<file path="src/rtl/aes_round_sequencer.sv">
`timescale 1ns/1ps
// Iterative AES round sequencer: latches block/key, then steps the datapath through LOAD and rounds 1..NR.
// Latency: accept to out_valid is 2*NR+1 edges with a single-cycle datapath ack (one cycle more per ack delay).
// Backpressure: in_ready is low while busy, faulted, or while a finished ciphertext waits for out_ready.

module aes_round_sequencer #(
    parameter int KEY_W   = 128,
    parameter int TIMEOUT = 15
) (
    input  logic             clk,
    input  logic             rst,
    input  logic             in_valid,
    output logic             in_ready,
    input  logic [127:0]     in_block,
    input  logic [KEY_W-1:0] in_key,
    output logic             out_valid,
    input  logic             out_ready,
    output logic [127:0]     out_block,
    output logic [127:0]     dp_block,
    output logic [KEY_W-1:0] dp_key,
    output logic             dp_load,
    output logic             dp_round_go,
    output logic [3:0]       dp_round_num,
    output logic             dp_final,
    input  logic             dp_round_done,
    input  logic [127:0]     dp_state,
    output logic             busy,
    output logic             err,
    output logic             LED
);

    localparam int         NR       = KEY_W / 32 + 6;
    localparam logic [3:0] NR_L     = 4'(NR);
    localparam logic [7:0] TMO_LAST = 8'(TIMEOUT - 1);

    typedef enum logic [2:0] {S_IDLE, S_LOAD, S_ROUND, S_WAIT, S_ERR} state_t;

    state_t     state, state_nxt;
    logic [3:0] round;
    logic [7:0] tmo;
    logic       accept;
    logic       last_round;
    logic       complete;

    // rst is folded in so in_ready reads 0 while reset is held, not just after it.
    assign in_ready     = !rst && (state == S_IDLE) && (!out_valid || out_ready);
    assign accept       = in_valid && in_ready;
    assign last_round   = (round == NR_L);
    assign complete     = (state == S_WAIT) && dp_round_done && last_round;
    assign err          = (state == S_ERR);
    assign LED          = out_valid;
    assign dp_round_num = round;

    always_ff @(posedge clk or posedge rst) begin
        if (rst) state <= S_IDLE;
        else     state <= state_nxt;
    end

    always_comb begin
        state_nxt   = state;
        dp_load     = 1'b0;
        dp_round_go = 1'b0;
        dp_final    = 1'b0;
        busy        = 1'b0;
        case (state)
            S_IDLE: begin
                if (accept) state_nxt = S_LOAD;
            end
            S_LOAD: begin
                dp_load   = 1'b1;
                busy      = 1'b1;
                state_nxt = S_ROUND;
            end
            S_ROUND: begin
                dp_round_go = 1'b1;
                dp_final    = last_round;
                busy        = 1'b1;
                state_nxt   = S_WAIT;
            end
            S_WAIT: begin
                busy = 1'b1;
                if (dp_round_done)        state_nxt = last_round ? S_IDLE : S_ROUND;
                else if (tmo == TMO_LAST) state_nxt = S_ERR;
            end
            S_ERR:   state_nxt = S_ERR;
            default: state_nxt = S_IDLE;
        endcase
    end

    always_ff @(posedge clk or posedge rst) begin
        if (rst) begin
            dp_block  <= '0;
            dp_key    <= '0;
            out_block <= '0;
            out_valid <= 1'b0;
            round     <= '0;
            tmo       <= '0;
        end else begin
            if (accept) begin
                dp_block <= in_block;
                dp_key   <= in_key;
            end
            case (state)
                S_IDLE:  if (accept) round <= '0;
                S_LOAD:  round <= 4'd1;
                S_ROUND: tmo <= '0;
                S_WAIT: begin
                    if (dp_round_done) begin
                        if (last_round) round <= '0;
                        else            round <= round + 4'd1;
                    end else if (tmo != 8'hff) begin
                        tmo <= tmo + 8'd1;
                    end
                end
                default: ;
            endcase
            // A completion wins over a drain in the same cycle so the new result is never lost.
            if (complete) begin
                out_block <= dp_state;
                out_valid <= 1'b1;
            end else if (out_ready) begin
                out_valid <= 1'b0;
            end
        end
    end

endmodule
</file>
<file path="config.mk">
export PLATFORM = sky130hd
export DESIGN_NAME = aes_round_sequencer
export DESIGN_NICKNAME = d
export VERILOG_FILES = /design/src/rtl/aes_round_sequencer.sv
export SDC_FILE = /design/constraint.sdc
export NUM_CORES = 1
export LEC_CHECK = 0
export CAP_MARGIN = 20
export CELL_PAD_IN_SITES_DETAIL_PLACEMENT = 1
export CELL_PAD_IN_SITES_GLOBAL_PLACEMENT = 1
export CORE_AREA = 10 10 300 302
export CTS_CLUSTER_SIZE = 8
export DETAILED_ROUTE_END_ITERATION = 10
export DIE_AREA = 0 0 310 312
export PLACE_DENSITY = 0.51
export SLEW_MARGIN = 20
export SYNTH_ARGS = -nofsm -noshare
export SYNTH_HDL_FRONTEND = slang
export SYNTH_SLANG_ARGS = --single-unit
</file>
<file path="constraint.sdc">
create_clock -name clk -period 14.3 [get_ports clk]
set_input_delay 2.86 -clock clk [delete_from_list [all_inputs] [get_ports clk]]
set_output_delay 2.86 -clock clk [all_outputs]
set_load 0.005 [all_outputs]
</file>
---- Word level (Yosys, flattened, before mapping) ----
Index checks and enable logic that the tools add are counted.
W data, S select, Z words.
cells by class
  add/subtract/negate cells ............... 2
  multiply operators ...................... 0
  divide/modulo/power cells ............... 0
  magnitude comparators ................... 0
  equality and inequality tests ........... 12
  shift operators ......................... 0
  multiplexer cells ....................... 18
  bitwise logic cells ..................... 0
  reduce and logical (&&, ||, !) cells .... 16
operators by type and width
  operator               number
  $mux W8                2
  $pmux W8 S2            1
  $pmux W3 S5            1
  $mux W4                3
  $pmux W4 S3            1
  $mux W3                3
  $add A8 B1 Y8 const B  1
  $eq A8 B4 Y1 const B   1
  $ne A8 B8 Y1 const B   1
  $eq A3 B2 Y1 const B   2
  $mux W1                6
  $ne A2 B2 Y1 const B   3
  $reduce_and A3 Y1      2
  $logic_and A1 B1 Y1    5
  $add A4 B1 Y4 const B  1
  $eq A4 B4 Y1 const B   1
  $reduce_bool A2 Y1     2
  $eq A3 B1 Y1 const B   1
  $eq A3 B3 Y1 const B   1
  $logic_not A3 Y1       1
  $ne A3 B2 Y1 const B   1
  $reduce_bool A3 Y1     1
  $reduce_or A3 Y1       1
  $logic_not A1 Y1       2
  4 further kinds        4
storage, ports and cells
  bits in registers ....................... 400
  latch bits .............................. 0
  memory bits (writable) .................. 0
  memory bits (read-only) ................. 0
  bits of input ports ..................... 389
  memories ................................ 0

---- Longest topological paths before layout ----
Gate-level depths: netlist of the first run.
  word-level depth ........................ 6
  gate-level depth with buffers ........... 8
  gate-level depth less buffers ........... 6

---- Worst setup path before layout of the first run ----
OpenSTA, ideal clock, no wires.
  kind .................................... input -> register
  from .................................... in rst
  to ...................................... reg round[1] (netlist: dp_round_num[1])
  library setup time ...................... 0.125 ns
  data arrival time ....................... 12.970 ns
  required time ........................... 14.175 ns
  setup slack ............................. 1.205 ns
  stages on the path ...................... 4
  buffers on the path ..................... 0
  path through ............................ inv_1 -> a31oi_1 -> or3_1 -> mux2_2
between the ends
  word-level cells in the longest chain between the ends .. 6
RTL lines
  what                                line  text
  start, declared                     11    input logic rst,
  $logic_not A1 Y1 (no source line)   --
  $logic_and A1 B1 Y1 (2 in a row)    46    assign in_ready = !rst && (state == S_IDLE) && (!out_valid || out_ready);
  $logic_and A1 B1 Y1                 47    assign accept = in_valid && in_ready;
  $ne A2 B2 Y1 (no source line)       --
  $reduce_and A3 Y1 (no source line)  --
  end signal, assigned                110   else round <= round + 4'd1;
  end, declared                       39    logic [3:0] round;
Every way passes these cells.
A chain may end at the register's enable or synchronous reset.

---- Worst setup path after layout of the first run ----
  from .................................... in rst
  to ...................................... out in_ready
between the ends
  word-level cells in the longest chain between the ends .. 3
RTL lines
  what                               line  text
  $logic_not A1 Y1 (no source line)  --
  $logic_and A1 B1 Y1 (2 in a row)   46
  end, declared                      13    output logic in_ready,
Every way passes these cells.

==> results.sh, run 1 <==
export IMPL_clkPwrFrac=0.270
export IMPL_insertion_delay_ns=0.60
export IMPL_multi_input_area_um2=4936
export IMPL_post_route_period_util=0.4984
export IMPL_cts_made_buffers=57
export IMPL_layout_drive_gt1_share=0.2353
export IMPL_drtIter0Drc=287
export IMPL_hold_buffers=0
export IMPL_grt_max_degree=149
export IMPL_hold_viol=0
export IMPL_route_detailed_drc=0
export IMPL_dp_cells=2755
export IMPL_maxCapViolCount=0
export IMPL_synth_area_per_cell_um2=16.69
export IMPL_ys_seq_elements=400
export IMPL_netSwitchingPower_mw=1.244
export IMPL_portBuffers=784
export IMPL_slew_headroom=0.3210
export IMPL_p_int_mw=3.265
export IMPL_tns_ns=0
export IMPL_timing_worst_slew_pin_value_ns=1.019
export IMPL_viasPerCell=3.911
export IMPL_synth_cells=926
export IMPL_initial_core_util=0.1833
export IMPL_synthDistinctLibCells=48
export IMPL_core_um2=84340
export IMPL_clock_skew_ns=0.01843
export IMPL_vias=11060
export IMPL_p_leak_nw=11.01
export IMPL_seqCellArea_um2=10010
export IMPL_gp_congestion=0.7721
export IMPL_die_h_um=312
export IMPL_switching_share=0.2759
export IMPL_stdcell_count=2828
export IMPL_synth_common_cells="dfrtp_1 (400), mux2_2 (330), mux2_1 (55)"
export IMPL_fin_ws_ns=7.173
export IMPL_die_w_um=310
export IMPL_fin_util=0.3061
export IMPL_cts_tree="done"
export IMPL_postCtsSetupRepairBufs=0
export IMPL_synth_edf_count=0
export IMPL_rows=107
export IMPL_grt_pass1_vias=12530
export IMPL_synth_top_cell_area_share=0.6476
export IMPL_cts_sinks=400
export IMPL_sequentialPowerShare=0.382
export IMPL_syn_area_um2=15460
export IMPL_place_ws_ns=7.173
export IMPL_yosys_most_used_dff="dfrtp_1"
export IMPL_syn_nets=1319
export IMPL_dr_pass1_iters=4
export IMPL_ys_seq_area_frac=0.6476
export IMPL_post_drt_wl_per_cell_um=22.40
export IMPL_worstPathArrival_ns=4.27
export IMPL_critical_path_max_fanout=3
export IMPL_rsz0062_at_grt="no"
export IMPL_worstSetupEndpointType="primary output"
export IMPL_min_period_ns=7.127
export IMPL_crit_type="input pin to primary output"
export IMPL_setup_viol=0
export IMPL_die_area_um2=96720
export IMPL_fin_nets=2118
export IMPL_grt_overflow_total=0
export IMPL_track_usage=0.1249
export IMPL_cts_resized=0
export IMPL_worstHoldPathType="flop to flop"
export IMPL_status="finished, final reports clean"
export IMPL_netlist_top_cell_by_area="dfrtp_1"
export IMPL_path_clk_slew_ns=0.05
export IMPL_yosys_warnings=0
export IMPL_clk_path_buf_depth=3
export IMPL_pin_count=785
export IMPL_synth_area_top_cells="dfrtp_1 (65%), mux2_2 (24%), mux2_1 (4.0%), buf_6 (2.9%), ha_1 (0.32%)"
export IMPL_power_density_nw_per_um2=174.7
export IMPL_place_hpwl_mm=48.52
export IMPL_fmax_ghz=0.1403
export IMPL_grt_pass1_wl_mm=89.64
export IMPL_ant_nets=0
export IMPL_p_total_mw=4.510
export IMPL_synth_most_common_cell="dfrtp_1"
export IMPL_async_flop_share=1.000
export IMPL_nFillCells=8956
export IMPL_syn2layout_area_growth_pct=67.06
export IMPL_pwr_share_comb=0.347
export IMPL_maxSlewViolCount=0
export IMPL_totalWireLength_mm=63.35
export IMPL_cts_root_buf="clkbuf_16"
export IMPL_ctsHtreeMaxLevel=2
export IMPL_antenna_found_initial=17
export IMPL_required_ns=11.44
export IMPL_cp_start_kind="input pin"
export IMPL_peakVddDrop_mv=0.07950
==> layout make-up <==
cell class              count  area share
clock inverters             3    0.001018
flip-flops and latches    400      0.3877
inverters                   3   0.0007269
clock buffers              65     0.05839
well taps                1090     0.05282
repair buffers            791      0.3078
diodes                      4   0.0003877
multi-input cells         472      0.1912
==> metrics by stage <==
step	hold slack (ns)	instance area, µm²
final	0.4853	25820
after global routing	0.4990	25820
after CTS	0.4919	25780
after detailed placement	0.4800	24250
after global placement	0.4724	24250
after floorplan	0.4889	15460
==> worst max-delay path, stage by stage <==
cell             delay [ns]
clkdlybuf4s50_1        0.52
nor2_1                 0.14
and3_4                 0.23
clkdlybuf4s50_1        0.52
==> state kept, by name (all words and copies together), names as in the netlist <==
| name | cells |
|---|---|
| LED | 1 |
| state | 3 |
| tmo | 8 |
| dp_block | 128 |
| out_block | 128 |
| dp_key | 128 |
| dp_round_num | 4 |
==> final timing paths <==
path	cells past startpoint	slack (ns)	endpoint	start
worst max-delay path	4	7.17	in_ready	rst
worst min-delay path	1	0.49	dp_key[68]$_DFFE_PP0P_	dp_key[68]$_DFFE_PP0P_
worst max register to register	7	11.06	out_block[52]$_DFFE_PP0P_	dp_round_num[0]$_DFFE_PP0P_
worst min register to register	1	0.49	dp_key[68]$_DFFE_PP0P_	dp_key[68]$_DFFE_PP0P_
max in group asynchronous	4	9.56	dp_key[47]$_DFFE_PP0P_	rst
min in group asynchronous	2	2.86	LED$_DFFE_PP0P_	rst
==> cells in the final DEF, fill, tap and decap left out, drive strengths merged, types with 4 or more instances in the layout <==
cell type / n
clkdlybuf4s50: 784
dfrtp: 400
mux2: 385
clkbuf: 65
nor2: 10
nand2: 10
nand3: 8
buf: 7
o21ai: 5
o31ai: 5
diode: 4
o41ai: 4
ha: 4
==> power by group through the flow <==
| stage | Clock, mW | Combinational, mW | Sequential (mW) |
|---|---|---|---|
| floorplan | 0 | 0.480 | 1.74 |
| finish | 1.22 | 1.57 | 1.72 |
| global route | 1.33 | 1.68 | 1.78 |
| global placement | 0 | 1.60 | 1.73 |
| detailed placement | 0 | 1.61 | 1.75 |
| CTS | 1.29 | 1.62 | 1.73 |
==> cells by family after synthesis <==
| group | Yosys count | synth area share |
|---|---|---|
| AOI/OAI and AO/OA | 29 | 0.01336 |
| adders and majority gates | 4 | 0.003238 |
| buffers and inverters | 54 | 0.03392 |
| DFF | 400 | 0.6476 |
| muxes | 386 | 0.2811 |
| and+or+nand+nor | 53 | 0.02072 |
==> per-layer routing <==
layer  up-vias  global-route usage  wire length (µm)
li1       4869                   -                 -
met1      5576              0.1148             20180
met2       485              0.2306             33240
met3       111             0.06911              8152
met4        20             0.03836              1636
met5         -                   0               144
Note: power is estimated with default switching activity, not from simulation.
==> run 2, diff against run 1 <==
- CORE_AREA: 10 10 300 302 -> 10 10 294 296
- DIE_AREA: 0 0 310 312 -> 0 0 304 306
- clock period: 14.3 -> 7.1 ns (I/O delays scaled with it)
==> run 2 against run 1 <==
Net effect: hold slack improved by 0.0025 ns; non-clock buffer count increased by 2; first-iteration DRC count increased by 18%; combinational power increased by 100%; register-to-register slack got worse by 6.9 ns; global-route usage increased by 0.80 points; critical path type unchanged.
==> results.sh, run 2 (same netlist as run 1, synthesis figures left out) <==
export IMPL_status="finished, final reports clean"
export IMPL_fin_ws_ns=2.880
export IMPL_totalWireLength_mm=65.00
export IMPL_grt_pass1_wl_mm=91.91
export IMPL_fmax_ghz=0.2370
export IMPL_grtUsageMet3=0.06394
export IMPL_cp_start_kind="input pin"
export IMPL_post_drt_wl_per_cell_um=23.21
export IMPL_syn2layout_area_growth_pct=66.87
export IMPL_crit_family="buffers and inverters"
export IMPL_stdcell_count=2800
export IMPL_p_leak_nw=11.00
export IMPL_grt_max_degree=143
export IMPL_grt_pass1_vias=12350
export IMPL_peakVddDrop_mv=0.1848
export IMPL_hold_buffers=0
export IMPL_hold_viol=0
export IMPL_reg_top3="dp_block: 128 flops, dp_key: 128 flops, out_block: 128 flops"
export IMPL_ctsHtreeMaxLevel=2
export IMPL_cts_sinks=400
export IMPL_place_ws_ns=2.868
export IMPL_cts_resized=0
export IMPL_track_usage=0.1329
export IMPL_clk_path_buf_depth=3
export IMPL_core_um2=80290
export IMPL_insertion_delay_ns=0.59
export IMPL_timing_worst_slew_pin_value_ns=1.020
export IMPL_dr_pass1_iters=4
export IMPL_viasPerCell=3.953
export IMPL_route_detailed_drc=0
export IMPL_pin_count=785
export IMPL_rows=104
export IMPL_layout_drive_gt1_share=0.2353
export IMPL_setup_viol=0
export IMPL_slowest_delay_ns=0.53
export IMPL_crit_top_cell="clkdlybuf4s50_1"
export IMPL_power_density_nw_per_um2=352.3
export IMPL_critical_path_max_fanout=3
export IMPL_path_cells="clkdlybuf4s50_1, nand2b_1, and3_4, clkdlybuf4s50_1"
export IMPL_clock_skew_ns=0.009603
export IMPL_drtIter0Drc=340
export IMPL_grt_busiest_layer="met2"
export IMPL_required_ns=5.68
export IMPL_vias=11070
export IMPL_cts_made_buffers=57
export IMPL_initial_core_util=0.1925
export IMPL_antenna_found_initial=9
export IMPL_cpMaxStageDelayCell="clkdlybuf4s50_1"
export IMPL_fin_nets=2120
export IMPL_gp_congestion=0.7516
export IMPL_fin_util=0.3213
export IMPL_portBuffers=784
export IMPL_use_met1=0.1274
export IMPL_die_h_um=306
export IMPL_cts_root_buf="clkbuf_16"
export IMPL_rsz0062_at_grt="no"
export IMPL_worstHoldPathType="flop to flop"
export IMPL_min_period_ns=4.220
export IMPL_worstPathArrival_ns=2.80
export IMPL_final_common_cell="clkdlybuf4s50_1"
export IMPL_placed_cell_area_um2=24250
export IMPL_final_cell_mix="clkdlybuf4s50_1 (784), dfrtp_1 (400), mux2_2 (330)"
export IMPL_postCtsSetupRepairBufs=0
export IMPL_grtUsageMet2=0.2471
export IMPL_place_hpwl_mm=50.78
export IMPL_cp_num_buf_inv=2
export IMPL_maxSlewViolCount=0
export IMPL_slew_headroom=0.3201
export IMPL_cts_tree="done"
export IMPL_grt_overflow_total=0
export IMPL_worstSetupEndpointType="primary output"
export IMPL_crit_type="input pin to primary output"
export IMPL_die_w_um=304
export IMPL_maxCapViolCount=0
export IMPL_ant_nets=0
export IMPL_fin_hold_ws_ns=0.4878
export IMPL_die_area_um2=93020
export IMPL_fin_area_um2=25790
export IMPL_dp_cells=2728
export IMPL_post_route_period_util=0.5944
export IMPL_path_clk_slew_ns=0.05
run 2: final timing paths:
check | startpoint | end | slack (ns) | cells past startpoint
worst max-delay path | out_ready | in_ready | 2.88 | 4
worst min-delay path | dp_key[63]$_DFFE_PP0P_ | dp_key[63]$_DFFE_PP0P_ | 0.49 | 1
worst max register to register | state[0]$_DFFE_PP0P_ | dp_key[109]$_DFFE_PP0P_ | 4.19 | 5
worst min register to register | dp_key[63]$_DFFE_PP0P_ | dp_key[63]$_DFFE_PP0P_ | 0.49 | 1
max in group asynchronous | rst | dp_key[29]$_DFFE_PP0P_ | 3.93 | 4
min in group asynchronous | rst | LED$_DFFE_PP0P_ | 1.38 | 2
run 2: metal layers:
layer / vias to the layer above / routed length, µm
li1: 4879 / -
met1: 5627 / 22000
met2: 464 / 34970
met3: 93 / 6414
met4: 6 / 1576
met5: - / 40
run 2: through the flow:
step                      TNS (ns)  power (mW)
after floorplan             -6.187       4.480
after global routing             0       9.617
after CTS                        0       9.336
after global placement           0       6.701
after detailed placement         0       6.778
final                            0       9.088
run 2: area by class of cell:
| type | count | area [µm²] |
|---|---|---|
| inverter | 3 | 15.01 |
| antenna | 6 | 15.01 |
| timing repair buffer | 793 | 7965 |
| clock inverter | 4 | 58.81 |
| multi-input combinational | 472 | 4936 |
| sequential | 400 | 10010 |
| fill | 8516 | 54490 |
| tap | 1060 | 1326 |
| clock buffer | 62 | 1466 |
run 2: power breakdown:
part           internal, mW  leakage, nW  switching [mW]
clock                  1.46        0.745           0.982
sequential             3.05         5.07           0.432
combinational          2.07         5.18            1.09
run 2: worst register-to-register path, stage by stage (launching register included):
cell,delay [ns]
dfrtp_1,0.83
nor2_4,0.06
and3_4,0.24
nand2_8,0.49
buf_12,0.66
mux2_2,0.52
